`src/rtl/riscv_pkg.sv`:
```
// Shared encodings for the multi-cycle RISC-V control path: FSM states,
// instruction classes, opcodes, ALU operation codes and immediate formats.
package riscv_pkg;

    typedef enum logic [2:0] {
        ST_FETCH   = 3'd0,
        ST_DECODE  = 3'd1,
        ST_EXEC    = 3'd2,
        ST_MEM     = 3'd3,
        ST_WB      = 3'd4,
        ST_ILLEGAL = 3'd5
    } state_e;

    typedef enum logic [3:0] {
        CLS_R      = 4'd0,
        CLS_IALU   = 4'd1,
        CLS_LOAD   = 4'd2,
        CLS_STORE  = 4'd3,
        CLS_BRANCH = 4'd4,
        CLS_JAL    = 4'd5,
        CLS_JALR   = 4'd6,
        CLS_LUI    = 4'd7,
        CLS_AUIPC  = 4'd8,
        CLS_BAD    = 4'd9
    } instr_class_e;

    localparam logic [6:0] OP_R      = 7'b0110011;
    localparam logic [6:0] OP_IALU   = 7'b0010011;
    localparam logic [6:0] OP_LOAD   = 7'b0000011;
    localparam logic [6:0] OP_STORE  = 7'b0100011;
    localparam logic [6:0] OP_BRANCH = 7'b1100011;
    localparam logic [6:0] OP_JAL    = 7'b1101111;
    localparam logic [6:0] OP_JALR   = 7'b1100111;
    localparam logic [6:0] OP_LUI    = 7'b0110111;
    localparam logic [6:0] OP_AUIPC  = 7'b0010111;

    localparam logic [3:0] ALU_ADD  = 4'd0;
    localparam logic [3:0] ALU_SUB  = 4'd1;
    localparam logic [3:0] ALU_SLL  = 4'd2;
    localparam logic [3:0] ALU_SLT  = 4'd3;
    localparam logic [3:0] ALU_SLTU = 4'd4;
    localparam logic [3:0] ALU_XOR  = 4'd5;
    localparam logic [3:0] ALU_SRL  = 4'd6;
    localparam logic [3:0] ALU_SRA  = 4'd7;
    localparam logic [3:0] ALU_OR   = 4'd8;
    localparam logic [3:0] ALU_AND  = 4'd9;

    localparam logic [2:0] IMM_I = 3'd0;
    localparam logic [2:0] IMM_S = 3'd1;
    localparam logic [2:0] IMM_B = 3'd2;
    localparam logic [2:0] IMM_U = 3'd3;
    localparam logic [2:0] IMM_J = 3'd4;

    localparam logic [31:0] NOP_INSTR = 32'h0000_0013;

    // funct7[5] selects SUB only for register-register ops; SRA for both forms
    function automatic logic [3:0] alu_op_from_funct(input logic [2:0] funct3,
                                                     input logic       funct7_b5,
                                                     input logic       is_reg);
        logic [3:0] op;
        case (funct3)
            3'd0:    op = (is_reg && funct7_b5) ? ALU_SUB : ALU_ADD;
            3'd1:    op = ALU_SLL;
            3'd2:    op = ALU_SLT;
            3'd3:    op = ALU_SLTU;
            3'd4:    op = ALU_XOR;
            3'd5:    op = funct7_b5 ? ALU_SRA : ALU_SRL;
            3'd6:    op = ALU_OR;
            3'd7:    op = ALU_AND;
            default: op = ALU_ADD;
        endcase
        return op;
    endfunction

endpackage

```
`src/rtl/ctrl_decoder.sv`:
```
// Combinational decode of the latched instruction fields into an instruction
// class, ALU operation and immediate format.
module ctrl_decoder
    import riscv_pkg::*;
(
    input  logic [6:0]   opcode,
    input  logic [2:0]   funct3,
    input  logic         funct7_b5,
    output instr_class_e cls,
    output logic [3:0]   alu_control,
    output logic [2:0]   imm_sel
);

    // Opcode classification with per-class ALU and immediate selection
    always_comb begin
        cls         = CLS_BAD;
        alu_control = ALU_ADD;
        imm_sel     = IMM_I;
        case (opcode)
            OP_R: begin
                cls         = CLS_R;
                alu_control = alu_op_from_funct(funct3, funct7_b5, 1'b1);
            end
            OP_IALU: begin
                cls         = CLS_IALU;
                alu_control = alu_op_from_funct(funct3, funct7_b5, 1'b0);
            end
            OP_LOAD:   cls = CLS_LOAD;
            OP_STORE: begin
                cls     = CLS_STORE;
                imm_sel = IMM_S;
            end
            OP_BRANCH: begin
                cls         = CLS_BRANCH;
                alu_control = ALU_SUB;
                imm_sel     = IMM_B;
            end
            OP_JAL: begin
                cls     = CLS_JAL;
                imm_sel = IMM_J;
            end
            OP_JALR:   cls = CLS_JALR;
            OP_LUI: begin
                cls     = CLS_LUI;
                imm_sel = IMM_U;
            end
            OP_AUIPC: begin
                cls     = CLS_AUIPC;
                imm_sel = IMM_U;
            end
            default:   cls = CLS_BAD;
        endcase
    end

endmodule

```
`src/rtl/control_fsm.sv`:
```
// Multi-cycle control FSM: fetch, decode, execute, memory and write-back
// sequencing with a latched instruction register and sticky illegal flag.
module control_fsm
    import riscv_pkg::*;
(
    input  logic        clk,
    input  logic        rst,
    input  logic [31:0] instr,
    input  logic        imem_ready,
    input  logic        dmem_ready,
    input  logic        br_taken,
    output logic        imem_req,
    output logic        ir_write,
    output logic        pc_write,
    output logic        pc_src,
    output logic [3:0]  alu_control,
    output logic [2:0]  imm_sel,
    output logic [2:0]  br_sel,
    output logic [2:0]  dm_sel,
    output logic [2:0]  store_sel,
    output logic        dm_req,
    output logic        dm_write,
    output logic        reg_write,
    output logic        wd_src,
    output logic        illegal,
    output logic [2:0]  state
);

    state_e       state_q, state_d;
    logic [31:0]  ir_q, ir_d;
    logic         illegal_q, illegal_d;
    instr_class_e cls_s;
    logic [3:0]   alu_s;
    logic [2:0]   imm_s;
    logic         imem_req_s, ir_write_s, pc_write_s, pc_src_s;
    logic         dm_req_s, dm_write_s, reg_write_s, wd_src_s;
    logic         unused_ir_bits_s;

    ctrl_decoder u_dec (
        .opcode      (ir_q[6:0]),
        .funct3      (ir_q[14:12]),
        .funct7_b5   (ir_q[30]),
        .cls         (cls_s),
        .alu_control (alu_s),
        .imm_sel     (imm_s)
    );

    // Register fields and immediates are consumed by the datapath, not here
    assign unused_ir_bits_s = ^{ir_q[31], ir_q[29:15], ir_q[11:7]};

    // Next-state, instruction latch and per-state control strobes
    always_comb begin
        state_d     = state_q;
        ir_d        = ir_q;
        imem_req_s  = 1'b0;
        ir_write_s  = 1'b0;
        pc_write_s  = 1'b0;
        pc_src_s    = 1'b0;
        dm_req_s    = 1'b0;
        dm_write_s  = 1'b0;
        reg_write_s = 1'b0;
        wd_src_s    = 1'b0;
        case (state_q)
            ST_FETCH: begin
                imem_req_s = 1'b1;
                if (imem_ready) begin
                    ir_write_s = 1'b1;
                    ir_d       = instr;
                    state_d    = ST_DECODE;
                end else begin
                    state_d = ST_FETCH;
                end
            end
            ST_DECODE: begin
                if (cls_s == CLS_BAD) begin
                    state_d = ST_ILLEGAL;
                end else begin
                    state_d = ST_EXEC;
                end
            end
            ST_EXEC: begin
                case (cls_s)
                    CLS_R, CLS_IALU, CLS_LUI, CLS_AUIPC: state_d = ST_WB;
                    CLS_LOAD, CLS_STORE:                 state_d = ST_MEM;
                    CLS_BRANCH: begin
                        pc_write_s = 1'b1;
                        pc_src_s   = br_taken;
                        state_d    = ST_FETCH;
                    end
                    CLS_JAL, CLS_JALR: begin
                        pc_write_s = 1'b1;
                        pc_src_s   = 1'b1;
                        state_d    = ST_WB;
                    end
                    default: state_d = ST_ILLEGAL;
                endcase
            end
            ST_MEM: begin
                dm_req_s   = 1'b1;
                dm_write_s = (cls_s == CLS_STORE);
                if (dmem_ready) begin
                    if (cls_s == CLS_STORE) begin
                        pc_write_s = 1'b1;
                        state_d    = ST_FETCH;
                    end else begin
                        state_d = ST_WB;
                    end
                end else begin
                    state_d = ST_MEM;
                end
            end
            ST_WB: begin
                reg_write_s = 1'b1;
                wd_src_s    = (cls_s == CLS_LOAD);
                // Jumps already redirected the PC in EXEC
                if ((cls_s == CLS_JAL) || (cls_s == CLS_JALR)) begin
                    pc_write_s = 1'b0;
                end else begin
                    pc_write_s = 1'b1;
                end
                state_d = ST_FETCH;
            end
            ST_ILLEGAL: state_d = ST_ILLEGAL;
            default:    state_d = ST_FETCH;
        endcase
        illegal_d = illegal_q | (state_d == ST_ILLEGAL);
    end

    // State, instruction register and sticky illegal flag
    always_ff @(posedge clk or posedge rst) begin
        if (rst) begin
            state_q   <= ST_FETCH;
            ir_q      <= NOP_INSTR;
            illegal_q <= 1'b0;
        end else begin
            state_q   <= state_d;
            ir_q      <= ir_d;
            illegal_q <= illegal_d;
        end
    end

    // Enables are masked by rst so an abandoned access drops without a clock
    assign imem_req  = imem_req_s  & ~rst;
    assign ir_write  = ir_write_s  & ~rst;
    assign pc_write  = pc_write_s  & ~rst;
    assign pc_src    = pc_src_s    & ~rst;
    assign dm_req    = dm_req_s    & ~rst;
    assign dm_write  = dm_write_s  & ~rst;
    assign reg_write = reg_write_s & ~rst;
    assign wd_src    = wd_src_s    & ~rst;

    assign alu_control = alu_s;
    assign imm_sel     = imm_s;
    assign br_sel      = ir_q[14:12];
    assign dm_sel      = ir_q[14:12];
    assign store_sel   = ir_q[14:12];
    assign illegal     = illegal_q;
    assign state       = state_q;

endmodule

```
`config.mk`:
```
export PLATFORM = sky130hd
export DESIGN_NAME = control_fsm
export DESIGN_NICKNAME = d
export VERILOG_FILES = /design/src/rtl/riscv_pkg.sv /design/src/rtl/ctrl_decoder.sv /design/src/rtl/control_fsm.sv
export SDC_FILE = /design/constraint.sdc
export NUM_CORES = 1
export LEC_CHECK = 0
export CAP_MARGIN = 30
export CORE_MARGIN = 10
export CORE_UTILIZATION = 35
export CTS_CLUSTER_SIZE = 12
export DETAILED_ROUTE_END_ITERATION = 16
export PLACE_DENSITY_LB_ADDON = 0.15
export SETUP_SLACK_MARGIN = 0.4
export SLEW_MARGIN = 10
export SYNTH_ARGS = -nofsm -noshare
export SYNTH_HDL_FRONTEND = slang
export SYNTH_SLANG_ARGS = --single-unit
```
`constraint.sdc`:
```
create_clock -name clk -period 2.24 [get_ports clk]
set_input_delay 0.56 -clock clk [delete_from_list [all_inputs] [get_ports clk]]
set_output_delay 0.56 -clock clk [all_outputs]
set_load 0.01 [all_outputs]
```
# Word level (Yosys, flattened, before mapping)
# Cells that the tools add are included.
# word_totals
latch_bits	0
rom_bits	0
n_memories	0
input_bits	37
ramBits	0
reg_bits	35
# op_classes
n_reduce_logical	10
n_mul	0
shifts	0
eq_ne	31
bitwise_logic	10
addsub	0
n_lt_le_gt_ge	0
n_mux	27
div	0
# op_table
op	count
case mux 4 bit (8 select lines)	2
case mux 4 bit (9 select lines)	1
equality test 3 bit (second input constant)	7
equality test 7 x 6 -> 1 bit (second input constant)	3
equality test 7 bit (second input constant)	3
equality test 4 x 3 -> 1 bit (second input constant)	4
2-to-1 mux 1 bit	15
case mux 3 bit (5 select lines)	1
equality test 7 x 5 -> 1 bit (second input constant)	2
equality test 3 x 2 -> 1 bit (second input constant)	4
case mux 3 bit (4 select lines)	1
case mux 4 bit (3 select lines)	1
2-to-1 mux 3 bit	3
case mux 3 bit (3 select lines)	1
AND 1 bit	8
equality test 4 x 2 -> 1 bit (second input constant)	2
equality test 4 bit (second input constant)	2
equality test 7 x 2 -> 1 bit (second input constant)	1
equality test 3 x 1 -> 1 bit (second input constant)	2
zero test 3 bit	2
OR reduction 2 bit	3
OR reduction 6 bit	1
equality test 4 x 1 -> 1 bit (second input constant)	1
zero test 4 bit	1
7 further kinds	7

# Longest topological paths before layout
# Gate-level depths: netlist of run 1.
# logic_depth
word_depth	8
ltp_mapped	6
ltp_nobuf	4

# Hierarchy
# Synthesis of run 1 repeated with hierarchy kept, for this count alone.
# hier_totals
hier_cells	131
hier_area_um2	1258.7
# by_module_without_submodules
mod	cells_per_inst	instances	seq_area_each_um2	area_per_inst_um2
control_fsm	85	1	379.1	944.7
ctrl_decoder	46	1	0.0	314.1

# Least setup slack after synthesis of run 1
# OpenSTA, ideal clock, no wires.
# synth_path
path_type	register to output
start	reg state_q[2], in the netlist state[2]
end	out pc_src
stages_incl_launch_ff	6
required_ps	1680
t_arrival_ps	1710
setup_slack_ps	-30
n_path_buf	1
cell_sequence	dfrtp_1 -> buf_6 -> nand2b_1 -> or4b_1 -> a211o_1 -> a311oi_2
# synth_between
elab_chain_len	3
# synth_lines
item	line	text
start: declaration	control_fsm.sv:29	state_e state_q, state_d;
start signal: assignment	control_fsm.sv:136	state_q <= state_d;
equality test 3 x 2 -> 1 bit	control_fsm.sv:63	case (state_q)
2-to-1 mux 1 bit	control_fsm.sv:63	
AND 1 bit	control_fsm.sv:146	assign pc_src = pc_src_s & ~rst;
end: declaration	control_fsm.sv:15	output logic pc_src,
# Every way passes these cells.

# Worst setup path after layout of run 1
# layout_path
start	reg ir_q[1]
end	out pc_src
# layout_between
elab_chain_len	7
# layout_lines
item	line	text
start: declaration	control_fsm.sv:30	logic [31:0] ir_q, ir_d;
start signal: assignment	control_fsm.sv:137	ir_q <= ir_d;
equality test 7 x 5 -> 1 bit, or another cell as far along	ctrl_decoder.sv:19	case (opcode)
case mux 4 bit (9 select lines) (*)	ctrl_decoder.sv:19	
equality test 4 x 3 -> 1 bit	control_fsm.sv:82	case (cls_s)
OR reduction 2 bit	-	
case mux 1 bit (2 select lines) (*)	control_fsm.sv:82	
2-to-1 mux 1 bit (*)	control_fsm.sv:63	
AND 1 bit (*)	control_fsm.sv:146	
# Every way passes the cells marked *; elsewhere a longest branch is shown, timed or not.

==> metrics.csv, run 1 <==
stage;metric;value;unit
clocking;clk buf depth;2;
logic_synthesis;Mapped Cells;139;
sta;RSZ-0062 raised after global routing;yes;
drt;WL final;4755;um
clocking;Root Buffer Master;clkbuf_4;
run;Max-cap violations;0;
setup_path;CP max stage cell;dfstp_2;
drt;Final ANT Viol Nets;0;
clocking;Clock Sinks;15;
die;Initial Utilization;36.57;%
sta;Fmax;380.8;MHz
power;Int Pwr;1.723;mW
setup_path;Setup crit end kind;primary output;
clocking;total CTS buffers;3;
cells_and_area;Design Area, Final;0.002341;mm^2
sta;Clock Skew;2.735;ps
die;Boundary Pins;65;
setup_path;Worst EP arrival;2070;ps
setup_path;R2R cell count;11;
logic_synthesis;Syn. warnings;0;
place;Area after DPL;0.001907;mm^2
place;Routability Congestion;0.7999;
cells_and_area;Layout Area Growth over Synthesis;90.34;%
power;combinational cell fraction of total power;75.9;%
setup_path;worst setup path class;flop to primary output;
power;Leak;1.052;nW
power;sw frac;42.22;%
global_routing;GRT Total Usage;13.88;%
setup_path;delay-heaviest family, CP;simple AND/OR/NAND/NOR gates;
setup_path;CP max stage delay;570;ps
die;Die Y;79.28;um
die;row count;21;
logic_synthesis;Post-Syn Nets;176;
setup_path;RR Startpoint;state[0];
logic_synthesis;Cell variety after synth;49;
global_routing;largest net degree at the start of global routing;16;
logic_synthesis;Yosys reg bits;15;
outcome;outcome;complete, but fails checks;
sta;crit path time final;2626;ps
global_routing;first-pass GRT wire length;7196;um
setup_path;Required @ worst endpoint;1680;ps
setup_path;Critical Path, Cell by Cell;nand2_4, or4b_4, a211o_1, a311oi_2, buf_2;
min_path;Worst Hold Class;input pin to async pin;
sta;setup TNS;-1171;ps
cells_and_area;most common cell after layout, fill and taps aside;buf_4;
global_routing;initial antenna violation count;0;
power;Psw;1.259;mW
logic_synthesis;Synth area leader;dfrtp_1;
cells_and_area;commonest cells after routing, fill and taps aside;buf_4, buf_6, clkdlybuf4s50_1, buf_2, dlygate4sd2_1;
sta;Hold WS;489.8;ps
die;Die X-Extent;79.28;um
power;Clk network pwr share;5.0;%
sta;final hold vios;0;
outcome;failing checks;setup timing;
place;placed instance count;252;
logic_synthesis;most area-consuming cells after synthesis;dfrtp_1, mux2_2, dfstp_2, buf_4, a21oi_1;
drt;first-pass detailed-route iteration total;4;
die;Core Region;0.003363;mm^2
cells_and_area;post-layout util;69.61;%
drt;drt wl/cell;17.29;um
global_routing;Remaining Overflow, GRT;0;
power;sequential share of power;19.2;%
clocking;worst skew pair latency;280;ps
global_routing;vias in the first global route;1549;
power;overall power;2.982;mW
sta;slack of the critical path;-386.3;ps
logic_synthesis;syn avg cell area;8.848;um^2
sta;relative slew slack;67.27;%
clocking;CTS tree;built;
die;Die Area;0.006285;mm^2
sta;Worst Max-Slew Pin Slew;489.5;ps
drt;DR vias/cell;5.211;
cells_and_area;Finished Layout Cells;275;
clocking;Max H-tree Level;1;
drt;# DRC;0;
logic_synthesis;Synth top area share;24.42;%
logic_synthesis;sequential share of the synthesized area;30.82;%
sta;final setup fails;9;
sta;Final Cycle Share;117.2;%
setup_path;reg2reg end;ir_q[12];
setup_path;buffer and inverter count on the worst path;1;
place;# port buffers;43;
cells_and_area;Layout Nets;267;
setup_path;CP max FO;2;
cells_and_area;diodes inserted;0;
setup_path;CP Launch Type;flop;
power;Max VDD drop;0.7108;mV
drt;drt initial violations;151;
setup_path;R2R Setup Slk;320;ps
cells_and_area;share of cells above drive strength 1;62.01;%
clocking;clk slew on worst S/H paths;80;ps
place;Worst Setup Slack post-DPL;-509.9;ps
power;pwr dens;1274;mW/mm^2
drt;via count;1433;
place;DP Wirelength;3038;um
clocking;Hold Buf Count CTS;0;
sta;Max Transition Viols Final;0;
logic_synthesis;Mapped Area;0.001230;mm^2
## cells by family (layout without fill, tap and decap cells)
kind of cell | after synthesis | in the layout | synth area share (%)
xor gates and xnor gates | 1 | 1 | 0.7122
DFF | 15 | 15 | 30.82
buffers and inverters | 24 | 114 | 12.82
AOI/OAI and AO/OA | 32 | 32 | 18.72
and+or+nand+nor | 56 | 56 | 26.86
muxes | 11 | 11 | 10.07
## Yosys cell counts, drive strengths merged
master        number
nor4               1
nand2             11
o221ai             1
and4b              1
nand2b             3
dfrtp             12
and2b              1
inv                5
o22a               1
and4               1
o31ai              1
dlymetal6s2s       1
a21oi             10
and4bb             1
nor3b              2
a31o               2
mux2              11
and3b              2
nor3               6
nor2b              2
nor2              13
o32ai              1
or4b               1
and3               1
xor2               1
a211o              3
nand4              1
dfstp              3
or3                2
a2111oi            1
nand3              4
nand3b             2
o22ai              2
a311oi             1
a31oi              2
buf               14
a211oi             2
o211a              1
o21ai              4
or3b               1
clkbuf             4
## area by class of cell
type / count / area [um^2]
clock buffers: 4 / 26.28
well taps: 46 / 57.56
fillers: 276 / 1022
multi-input cells: 100 / 934.6
inverters: 5 / 18.77
flip-flops and latches: 15 / 382.9
repair buffers: 105 / 920.9
## power groups by stage
stage | combinational, mW | clock (mW) | sequential (mW)
after floorplan | 0.919 | 0 | 0.552
after global placement | 1.55 | 0 | 0.557
after detailed placement | 1.58 | 0 | 0.559
after CTS | 1.96 | 0.158 | 0.559
after global routing | 2.41 | 0.174 | 0.597
final | 2.26 | 0.149 | 0.571
## state kept, by name (all words and copies together), names as in the netlist
register,flops
illegal,1
ir_q,11
state,3
## worst max-delay path by stage
stage | startpoint | to | slack (ps) | cells after the start
floorplan | state[2] | pc_src | 20 | 5
global placement | ir_q[1] | pc_src | -480 | 5
detailed placement | dmem_ready | pc_write | -510 | 5
CTS | ir_q[0] | pc_src | -360 | 5
global route | ir_q[1] | pc_src | -470 | 5
finish | ir_q[1] | pc_src | -390 | 5
## metal layers
metal / GRT usage [%] / routed length, um / share of wire, % / vias up
met2: 24.96 / 2529 / 53 / 52
met5: 0 / 0 / 0 / -
li1: - / - / - / 675
met1: 14.95 / 1793 / 38 / 696
met4: 5.556 / 72 / 1.5 / 0
met3: 3.829 / 359 / 7.5 / 10
## worst reg2reg max path, cell delays in order, from the launching register on
cell,delay [ps]
dfrtp_1,400
buf_6,120
buf_6,100
buf_6,120
nor2_4,100
buf_6,110
nand2_4,40
buf_6,110
buf_6,110
nor2_4,110
buf_12,160
mux2_2,340
## repair_timing
action | in CTS | in global routing
cloned | 0 | 0
endpoints found under the setup margin | 29 | 30
pin swaps | 11 | 12
endpoints found under the hold margin | 0 | 0
buffers inserted | 16 | 3
resized for setup | 137 | 32
No activity file was read; power rests on OpenSTA's default activity.
==> inputs of run 2 (changes only) <==
--- a/config.mk
+++ b/config.mk
@@ -7,7 +7,7 @@
 export LEC_CHECK = 0
 export CAP_MARGIN = 30
 export CORE_MARGIN = 10
-export CORE_UTILIZATION = 35
+export CORE_UTILIZATION = 36
 export CTS_CLUSTER_SIZE = 12
 export DETAILED_ROUTE_END_ITERATION = 16
 export PLACE_DENSITY_LB_ADDON = 0.15
@@ -15,4 +15,5 @@
 export SLEW_MARGIN = 10
 export SYNTH_ARGS = -nofsm -noshare
 export SYNTH_HDL_FRONTEND = slang
+export SYNTH_HIERARCHICAL = 1
 export SYNTH_SLANG_ARGS = --single-unit
==> run 2 against run 1 <==
The run still ends with setup timing left. Maximum frequency decreased by 7.5%. Final area grew 2.6%. Utilization grew 1.8 points. Synthesized cell count decreased by 5.8%. Sequential power down 53%. Non-clock buffer count increased by 4. Clock skew increased by 0.72 ps. Setup slack got worse by 210 ps. Register-to-register slack got worse by 630 ps. Critical path type unchanged. Critical endpoint is now pc_write.
==> metrics.csv, run 2 <==
stage;metric;value;unit;change
drt;first-pass detailed-route iteration total;4;;unchanged
setup_path;CP max stage delay;600;ps;was 570 ps
place;Area after DPL;0.001954;mm^2;was 0.001907 mm^2
min_path;Worst Hold Class;flop to flop;;was input pin to async pin
place;# port buffers;43;;unchanged
sta;RSZ-0062 raised after global routing;yes;;unchanged
place;DP Wirelength;2752;um;was 3038 um
cells_and_area;max FFs per register;11;;unchanged
cells_and_area;Multi-input gate area;983.4;um^2;was 934.6 um^2
die;Die Area;0.006262;mm^2;was 0.006285 mm^2
global_routing;largest net degree at the start of global routing;16;;unchanged
sta;Clock Skew;3.458;ps;was 2.735 ps
sta;relative slew slack;71.80;%;was 67.27%
power;Max VDD drop;0.2040;mV;was 0.7108 mV
sta;Max Transition Viols Final;0;;unchanged
drt;DR top layer;met4;;unchanged
setup_path;worst setup path class;flop to primary output;;unchanged
clocking;total CTS buffers;3;;unchanged
die;Die Y;79.13;um;was 79.28 um
logic_synthesis;syn avg cell area;9.608;um^2;was 8.848 um^2
drt;DR WL met2;2532;um;was 2529 um
clocking;Hold Buf Count CTS;0;;unchanged
run;Max-cap violations;0;;unchanged
clocking;CTS tree;built;;unchanged
setup_path;Required @ worst endpoint;1680;ps;about the same
logic_synthesis;Synth area leader;dfrtp_1;;unchanged
min_path;Min-Delay Path Depth;2;;
die;row count;21;;unchanged
global_routing;Remaining Overflow, GRT;0;;unchanged
logic_synthesis;Cell variety after synth;52;;was 49
drt;routed wl met3;162;um;was 359 um
logic_synthesis;Mapped Cells;131;;was 139
setup_path;Critical Path, Cell by Cell;buf_6, nand2b_4, nor3b_4, o311ai_4, nor3b_4, buf_6, nand3_2, a31oi_2, buf_2;;was nand2_4, or4b_4, a211o_1, a311oi_2, buf_2
die;Initial Utilization;37.43;%;was 36.57%
setup_path;CP max FO;4;;was 2
drt;drt initial violations;96;;was 151
logic_synthesis;most numerous cell in the Yosys netlist;dfrtp_1;;
logic_synthesis;most area-consuming cells after synthesis;dfrtp_1, mux2_4, buf_4, dfstp_2, nand2_1;;was dfrtp_1, mux2_2, dfstp_2, buf_4, a21oi_1
clocking;worst skew pair latency;270;ps;was 280 ps
clocking;clk slew on worst S/H paths;80;ps;about the same
logic_synthesis;synth cell count leaders;dfrtp_1, buf_4, nand2_1;;was dfrtp_1, nor2_1, mux2_2
drt;WL final;4750;um;was 4755 um
setup_path;R2R cell count;11;;unchanged
cells_and_area;commonest cells after routing, fill and taps aside;buf_4, buf_6, clkdlybuf4s50_1, buf_2, dlygate4sd2_1;;unchanged
drt;DR vias/cell;4.986;;was 5.211
setup_path;Setup crit end kind;primary output;;unchanged
drt;# DRC;0;;unchanged
outcome;failing checks;setup timing;;unchanged
logic_synthesis;Mapped Area;0.001259;mm^2;was 0.001230 mm^2
power;Leak;1.068;nW;was 1.052 nW
setup_path;CP max stage cell;dfstp_2;;unchanged
die;Boundary Pins;65;;unchanged
logic_synthesis;Synth top area share;23.86;%;was 24.42%
cells_and_area;fill cell count;256;;was 276
logic_synthesis;number of synthesized flops with an enable pin;0;;unchanged
sta;Worst Max-Slew Pin Slew;422.1;ps;was 489.5 ps
logic_synthesis;sequential share of the synthesized area;30.12;%;was 30.82%
global_routing;vias in the first global route;1429;;was 1549
drt;drt wl/cell;17.21;um;was 17.29 um
die;Die X-Extent;79.13;um;was 79.28 um
drt;via count;1376;;was 1433
cells_and_area;most common cell after layout, fill and taps aside;buf_4;;unchanged
clocking;Max H-tree Level;1;;unchanged
sta;final hold vios;0;;unchanged
sta;slack of the critical path;-599.3;ps;was -386.3 ps
global_routing;first-pass GRT wire length;6755;um;was 7196 um
power;pwr dens;189.7;mW/mm^2;was 1274 mW/mm^2
sta;crit path time final;2839;ps;was 2626 ps
power;overall power;0.4558;mW;was 2.982 mW
logic_synthesis;Post-synth top flop;dfrtp_1;;unchanged
cells_and_area;Reg area;386.6;um^2;was 382.9 um^2
sta;Fmax;352.2;MHz;was 380.8 MHz
sta;final setup fails;12;;was 9
sta;Final Cycle Share;126.8;%;was 117.2%
clocking;clk buf depth;2;;unchanged
drt;Final ANT Viol Nets;0;;unchanged
clocking;Clock Sinks;15;;unchanged
cells_and_area;share of cells above drive strength 1;67.39;%;was 62.01%
setup_path;CP Launch Type;flop;;unchanged
cells_and_area;diodes inserted;0;;unchanged
cells_and_area;Design Area, Final;0.002402;mm^2;was 0.002341 mm^2
logic_synthesis;Post-Syn Nets;168;;was 176
global_routing;GRT Total Usage;12.92;%;was 13.88%
logic_synthesis;Syn. warnings;6;;was 0
global_routing;initial antenna violation count;0;;unchanged
logic_synthesis;Yosys reg bits;15;;unchanged
place;Routability Congestion;0.7444;;was 0.7999
outcome;outcome;complete, but fails checks;;unchanged
cells_and_area;register bank with the most flops;ir_q;;unchanged
setup_path;Worst EP arrival;2280;ps;was 2070 ps
clocking;Root Buffer Master;clkbuf_4;;unchanged
cells_and_area;Layout Area Growth over Synthesis;90.85;%;was 90.34%
die;Core Region;0.003363;mm^2;unchanged
cells_and_area;Layout Nets;268;;was 267
drt;routed length on met1;2023;um;was 1793 um
logic_synthesis;async set-reset flop share out of synthesis;100.0;%;unchanged
==> run 2: changes by cell type after synthesis, moves of 3 or more <==
cell and delta:
clkbuf_1 -3, mux2_2 -10, mux2_4 +10, a21oi_1 -4
nor2_1 -5, o21ai_0 -3
==> run 2: through the flow <==
| step | util [%] | setup TNS [ps] | setup slack (ps) | hold slack (ps) | cells |
|---|---|---|---|---|---|
| floorplan | - | -23.52 | -23.52 | 464.6 | 131 |
| global placement | 58.11 | -4474 | -605.4 | 454.0 | 241 |
| detailed placement | 58.11 | -4703 | -646.6 | 458.2 | 241 |
| CTS | 66.03 | -2465 | -502.4 | 474.2 | 266 |
| global route | 71.43 | -5174 | -679.3 | 509.0 | 276 |
| finish | 71.43 | -4152 | -599.3 | 474.4 | 276 |
==> run 2: metal layers <==
layer / track usage (%) / vias up
met2: 23.16 / 27
li1: - / 661
met1: 14.97 / 684
met5: 0 / -
met3: 2.928 / 4
met4: 3.405 / 0
==> run 2: where the power goes <==
group          leakage, nW  switching, mW  total (mW)  internal, mW
clock network       0.0150         0.0744       0.143        0.0689
logic                0.877         0.0145      0.0418        0.0273
registers            0.176              0       0.271         0.271
total                 1.07         0.0889       0.456         0.367
==> run 2: path summary, 6_finish.rpt <==
path / from / slack, ps / to
hold reg to reg: illegal / 470 / illegal
setup reg to reg: ir_q[4] / -310 / illegal
hold / removal: illegal / 470 / illegal
min in group asynchronous: rst / 510 / illegal
max in group asynchronous: rst / 1490 / ir_q[4]
setup / recovery: ir_q[4] / -600 / pc_write
==> run 2: worst max-delay path: cells and delay by family (launching register included) <==
| family | cells | cell delay, ps |
|---|---|---|
| simple gates | 4 | 650 |
| flops | 1 | 600 |
| buf+inv | 3 | 400 |
| compound gates | 2 | 350 |
==> run 2: layout make-up <==
class | count | area share (%)
Clock buffer | 4 | 1.094
Timing Repair Buffer | 109 | 38.54
Sequential cell | 15 | 16.09
Inverter | 6 | 0.9375
Multi-Input combinational cell | 96 | 40.94
Tap cell | 46 | 2.396
==> run 2: cell families after synthesis <==
family / synth area share [%]
XOR/XNOR: 0.6960
AO/OA/AOI/OAI: 14.81
flip-flops: 30.12
multiplexers: 14.51
AND/OR/NAND/NOR: 29.32
buffers and inverters: 10.54
==> run 2: timing repair <==
item / 4_1_cts / 5_1_grt
buffers inserted: 21 / 10
pin swaps: 14 / 15
gates resized for setup: 110 / 29
setup endpoints to repair: 31 / 20
